## src/rtl/paddle_ctrl.sv

```systemverilog
// Per-player paddle position controller: synchronizes the up/down commands and moves each paddle once per game tick, accelerating on held direction and clamping at the walls.
// Latency: commands act on the first tick at least two clk edges after they settle; outputs and update register on the tick edge. No backpressure.
module paddle_ctrl #(
    parameter int SCREEN_H    = 480,
    parameter int PADDLE_H    = 64,
    parameter int Y_W         = 10,
    parameter int STEP        = 4,
    parameter int ACCEL_TICKS = 8,
    parameter int TICK_DIV    = 833333
) (
    input  logic           clk,
    input  logic           rst_n,
    input  logic [1:0]     tclock1,
    input  logic [1:0]     tclock2,
    output logic [Y_W-1:0] paddle1_y,
    output logic [Y_W-1:0] paddle2_y,
    output logic           update
);
    localparam int DIV_W = (TICK_DIV > 1) ? $clog2(TICK_DIV) : 1;
    localparam int CNT_W = $clog2(ACCEL_TICKS + 1);

    localparam logic [Y_W-1:0]   Y_MAX    = Y_W'(SCREEN_H - PADDLE_H);
    localparam logic [Y_W-1:0]   Y_INIT   = Y_W'((SCREEN_H - PADDLE_H) / 2);
    localparam logic [Y_W-1:0]   STEP_N   = Y_W'(STEP);
    localparam logic [Y_W-1:0]   STEP_F   = Y_W'(2 * STEP);
    localparam logic [CNT_W-1:0] CNT_MAX  = CNT_W'(ACCEL_TICKS);
    localparam logic [DIV_W-1:0] DIV_LAST = DIV_W'(TICK_DIV - 1);

    localparam logic [1:0] DIR_NONE = 2'b00;
    localparam logic [1:0] DIR_UP   = 2'b01;
    localparam logic [1:0] DIR_DN   = 2'b10;

    logic [1:0][1:0]       w_cmd;
    logic [1:0][1:0]       r_meta;
    logic [1:0][1:0]       r_sync;
    logic [DIV_W-1:0]      r_div;
    logic                  w_tick;
    logic                  r_update;

    logic [1:0][Y_W-1:0]   r_y;
    logic [1:0][CNT_W-1:0] r_cnt;
    logic [1:0][1:0]       r_last;

    logic [1:0][1:0]       w_dir;
    logic [1:0][Y_W-1:0]   w_step;
    logic [1:0][Y_W:0]     w_sum;
    logic [1:0][Y_W-1:0]   w_y_nxt;
    logic [1:0][CNT_W-1:0] w_cnt_nxt;
    logic [1:0][1:0]       w_last_nxt;

    assign w_cmd  = {tclock2, tclock1};
    assign w_tick = (r_div == DIV_LAST);

    always_ff @(posedge clk or negedge rst_n) begin
        if (!rst_n) begin
            r_meta <= '0;
            r_sync <= '0;
            r_div  <= '0;
        end else begin
            r_meta <= w_cmd;
            r_sync <= r_meta;
            r_div  <= w_tick ? '0 : r_div + 1'b1;
        end
    end

    // Paddle index 0 is player 1, index 1 is player 2; both share one decode.
    always_comb begin
        w_dir      = '0;
        w_step     = '0;
        w_sum      = '0;
        w_y_nxt    = r_y;
        w_cnt_nxt  = r_cnt;
        w_last_nxt = r_last;
        for (int p = 0; p < 2; p++) begin
            w_dir[p] = (r_sync[p] == DIR_UP || r_sync[p] == DIR_DN) ? r_sync[p] : DIR_NONE;
            if (w_dir[p] == DIR_NONE) begin
                w_cnt_nxt[p]  = '0;
                w_last_nxt[p] = DIR_NONE;
            end else begin
                if (w_dir[p] == r_last[p]) begin
                    w_step[p]    = (r_cnt[p] == CNT_MAX) ? STEP_F : STEP_N;
                    w_cnt_nxt[p] = (r_cnt[p] == CNT_MAX) ? CNT_MAX : r_cnt[p] + CNT_W'(1);
                end else begin
                    w_step[p]     = STEP_N;
                    w_cnt_nxt[p]  = CNT_W'(1);
                    w_last_nxt[p] = w_dir[p];
                end
                // Extra bit keeps the downward sum from wrapping before the clamp.
                w_sum[p] = {1'b0, r_y[p]} + {1'b0, w_step[p]};
                if (w_dir[p] == DIR_UP) begin
                    w_y_nxt[p] = (r_y[p] < w_step[p]) ? '0 : r_y[p] - w_step[p];
                end else begin
                    w_y_nxt[p] = (w_sum[p] > {1'b0, Y_MAX}) ? Y_MAX : w_sum[p][Y_W-1:0];
                end
            end
        end
    end

    always_ff @(posedge clk or negedge rst_n) begin
        if (!rst_n) begin
            r_y      <= {Y_INIT, Y_INIT};
            r_cnt    <= '0;
            r_last   <= '0;
            r_update <= 1'b0;
        end else begin
            r_update <= w_tick;
            if (w_tick) begin
                r_y    <= w_y_nxt;
                r_cnt  <= w_cnt_nxt;
                r_last <= w_last_nxt;
            end
        end
    end

    assign paddle1_y = r_y[0];
    assign paddle2_y = r_y[1];
    assign update    = r_update;
endmodule

```

## config.mk

```make
export PLATFORM = sky130hd
export DESIGN_NAME = paddle_ctrl
export DESIGN_NICKNAME = d
export VERILOG_FILES = /design/src/rtl/paddle_ctrl.sv
export SDC_FILE = /design/constraint.sdc
export NUM_CORES = 1
export LEC_CHECK = 0
export CORE_ASPECT_RATIO = 1.1
export CORE_MARGIN = 4
export CORE_UTILIZATION = 45
export CTS_CLUSTER_DIAMETER = 60
export DETAILED_ROUTE_END_ITERATION = 10
export GPL_TIMING_DRIVEN = 0
export PLACE_DENSITY = 0.66
export SKIP_LAST_GASP = 1
export SLEW_MARGIN = 20
export SYNTH_ARGS = -nofsm -noshare
export SYNTH_HDL_FRONTEND = slang
export SYNTH_SLANG_ARGS = --single-unit
```

## constraint.sdc

```tcl
create_clock -name clk -period 5.1 [get_ports clk]
set_clock_uncertainty 0.1 [all_clocks]
set_input_delay 0.765 -clock clk [delete_from_list [all_inputs] [get_ports clk]]
set_output_delay 0.765 -clock clk [all_outputs]
set_load 0.02 [all_outputs]
```

==> flow_metrics.env <==
export IMPL_fin_cells=568
export IMPL_outcome="finished clean"
export IMPL_clock_fmax_ghz=0.241
export IMPL_nNetsFinal=485
export IMPL_hold_viol_final=0
export IMPL_io_buffers=22
export IMPL_drive_above_1_share_pct=11.1
export IMPL_clock_sinks=57
export IMPL_clk_latency_ns=0.35
export IMPL_grtUsageTotal_pct=17.8
export IMPL_clock_path_buffers=2
export IMPL_maxCapViolCount=0
export IMPL_netlist_area_mm2=0.00377
export IMPL_async_flop_share_pct=100
export IMPL_synth_top_cell_by_area="dfrtp_1"
export IMPL_syn_instance_count=418
export IMPL_worstPathRequired_ns=5.23
export IMPL_dr_total_vias=3055
export IMPL_initial_core_util_pct=46.8
export IMPL_grt_pass1_wl_um=13900
export IMPL_grt_max_degree=35
export IMPL_p_int_uw=668
export IMPL_ys_seq_area_share_pct=38.1
export IMPL_grt_pass1_vias=2941
export IMPL_fillers=743
export IMPL_clockRootBuffer="clkbuf_8"
export IMPL_cp_arrival_ns=4.27
export IMPL_clkSlewWorstSetupHoldPaths_ns=0.07
export IMPL_worstSetupStartpointType="flip-flop"
export IMPL_hold_buffers=0
export IMPL_power_frac_clock_pct=44.3
export IMPL_rows=34
export IMPL_htree_levels=3
export IMPL_path_class="flip-flop to flip-flop"
export IMPL_dieWidth_um=95.2
export IMPL_wl_per_cell_um=14.1
export IMPL_p_leak_nw=1.96
export IMPL_slew_headroom_pct=61.6
export IMPL_antenna_found_initial=0
export IMPL_route_detailed_drc=0
export IMPL_antennaDiodeCount=0
export IMPL_syn_to_final_growth_pct=15.0
export IMPL_wirelength_um=8020
export IMPL_layout_commonest_cell="dfrtp_1"
export IMPL_syn_avg_cell_area_um2=9.01
export IMPL_setup_violations=0
export IMPL_synth_edf_count=0
export IMPL_yosysTopAreaCellShare_pct=33.9
export IMPL_synth_area_leaders="dfrtp_1 (34%), ha_1 (6.6%), nor2_1 (4.3%)"
export IMPL_gp_congestion=0.870
export IMPL_hold_class="primary input to asynchronous set/reset pin"
export IMPL_drt_pass1_iter_count=4
export IMPL_critPathCaptureType="flip-flop"
export IMPL_swShare_pct=24.7
export IMPL_synth_cell_type_count=69
export IMPL_seqPwrFrac_pct=51.5
export IMPL_cts_resized=0
export IMPL_grt_overflow_total=0
export IMPL_design_core_area_mm2=0.00804
export IMPL_fin_util_pct=53.9
export IMPL_fin_tns_setup_ns=0
export IMPL_layout_common_cells="dfrtp_1 (51), nor2_1 (43), nand2_1 (39)"
export IMPL_dp_hpwl_um=5750
export IMPL_cp_max_fo=9
export IMPL_post_route_min_period_ns=4.14
export IMPL_cts_tree="yes"
export IMPL_synth_seq_cells=57
export IMPL_die_h_um=104
export IMPL_synth_flop_cell="dfrtp_1"
export IMPL_irDropWorstVdd_mv=0.136
export IMPL_p_switching_uw=219
export IMPL_ant_nets=0
export IMPL_maxSlewViolCount=0
export IMPL_worst_pin_slew_ns=0.574
export IMPL_dieArea_mm2=0.00990
export IMPL_initialDrtViolationCount=103
export IMPL_dpl_cell_count=552
export IMPL_yosys_warnings=0
export IMPL_pin_count=27
export IMPL_multi_input_area_mm2=0.00210
export IMPL_comb_power_share_pct=4.2
export IMPL_numCtsBuffers=9
export IMPL_post_cts_setup_buffers=0
export IMPL_powerDensity_mw_per_mm2=205
export IMPL_finalCritPeriodShare_pct=81.2
export IMPL_ff_latch_area_mm2=0.00143
export IMPL_rsz0062_at_grt="no"
export IMPL_viasPerCell=5.38
==> final cells by class <==
cell class	instances	area share [%]
inverter	31	2.69
tap	108	3.12
clock inverter	5	0.693
buffer	24	3.03
multi-input combinational	309	48.4
timing repair buffer	23	5.49
sequential	57	33.1
clock buffer	11	3.50
==> metrics by stage <==
step	area, um^2	power [mW]	hold slack (ns)	setup slack, ns
floorplan	3780	0.483	0.231	1.52
global placement	4130	0.501	0.234	1.03
detailed placement	4150	0.503	0.235	0.997
CTS	4330	0.898	0.219	0.956
global route	4330	0.928	0.240	0.635
finish	4330	0.887	0.219	0.957
==> critical path, stage by stage (launching register included) <==
cell	delay, ns
dfrtp_1	0.37
inv_1	0.06
ha_1	0.13
buf_2	0.27
xor2_1	0.22
nor2_1	0.08
nand2_1	0.27
ha_1	0.23
inv_1	0.06
fa_1	0.48
and2b_1	0.32
nand2_1	0.11
nor2_1	0.21
mux2_2	0.42
a21oi_2	0.26
a31oi_1	0.12
o32a_1	0.33
==> state kept, by name (all words and copies together) (netlist names) <==
| name | flops |
|---|---|
| paddle1_y | 8 |
| r_meta | 4 |
| paddle2_y | 8 |
| r_div | 20 |
| r_last | 4 |
| r_cnt | 8 |
| update | 1 |
| r_sync | 4 |
==> kinds of logic (layout without fill, tap and decap cells) <==
family          Yosys count  in the layout  synth area share (%)
simple gates            155            155                  20.7
fa+ha+maj                24             24                  8.77
xor+xnor                 28             28                  6.51
buf+inv                  55             94                  6.58
flops                    57             57                  38.1
compound gates           96             96                  18.7
mux                       2              2                 0.565
other cells               1              4                0.0996
==> metal layers <==
layer  GRT usage, %  vias up  wire length, um
li1               -     1523                -
met1           23.3     1454             3690
met2           28.0       65             3820
met3           3.98       13              360
met4           7.32        0              148
met5              0        -                0
==> final timing paths <==
check / to / startpoint / slack [ns] / depth (start not counted)
min reg2reg: r_sync[2]$_DFF_PN0_ / r_meta[2]$_DFF_PN0_ / 0.25 / 0
max in group asynchronous: paddle2_y[7]$_DFFE_PN1P_ / rst_n / 4.14 / 2
max reg2reg: paddle1_y[5]$_DFFE_PN0P_ / r_sync[1]$_DFF_PN0_ / 0.96 / 16
min in group clk: r_sync[2]$_DFF_PN0_ / r_meta[2]$_DFF_PN0_ / 0.25 / 0
min: paddle1_y[3]$_DFFE_PN0P_ / rst_n / 0.22 / 1
max: paddle1_y[5]$_DFFE_PN0P_ / r_sync[1]$_DFF_PN0_ / 0.96 / 16
==> Yosys cell counts (all sizes together) (5+ instances only) <==
cell type	number
a211oi	5
a21oi	20
and3	7
buf	15
clkbuf	9
dfrtp	51
dfstp	6
ha	20
inv	31
nand2	39
nand3	12
nor2	43
nor2b	6
nor3	7
nor4	5
o21ai	25
o31ai	8
or3	7
xnor2	11
xor2	17
==> power by group through the flow <==
stage               registers [mW]  logic [mW]  clock network [mW]
floorplan                    0.465      0.0186                   0
global placement             0.465      0.0357                   0
detailed placement           0.465      0.0378                   0
CTS                          0.457      0.0380               0.403
global route                 0.457      0.0420               0.430
finish                       0.457      0.0370               0.393
No activity file was read; power rests on OpenSTA's default activity.
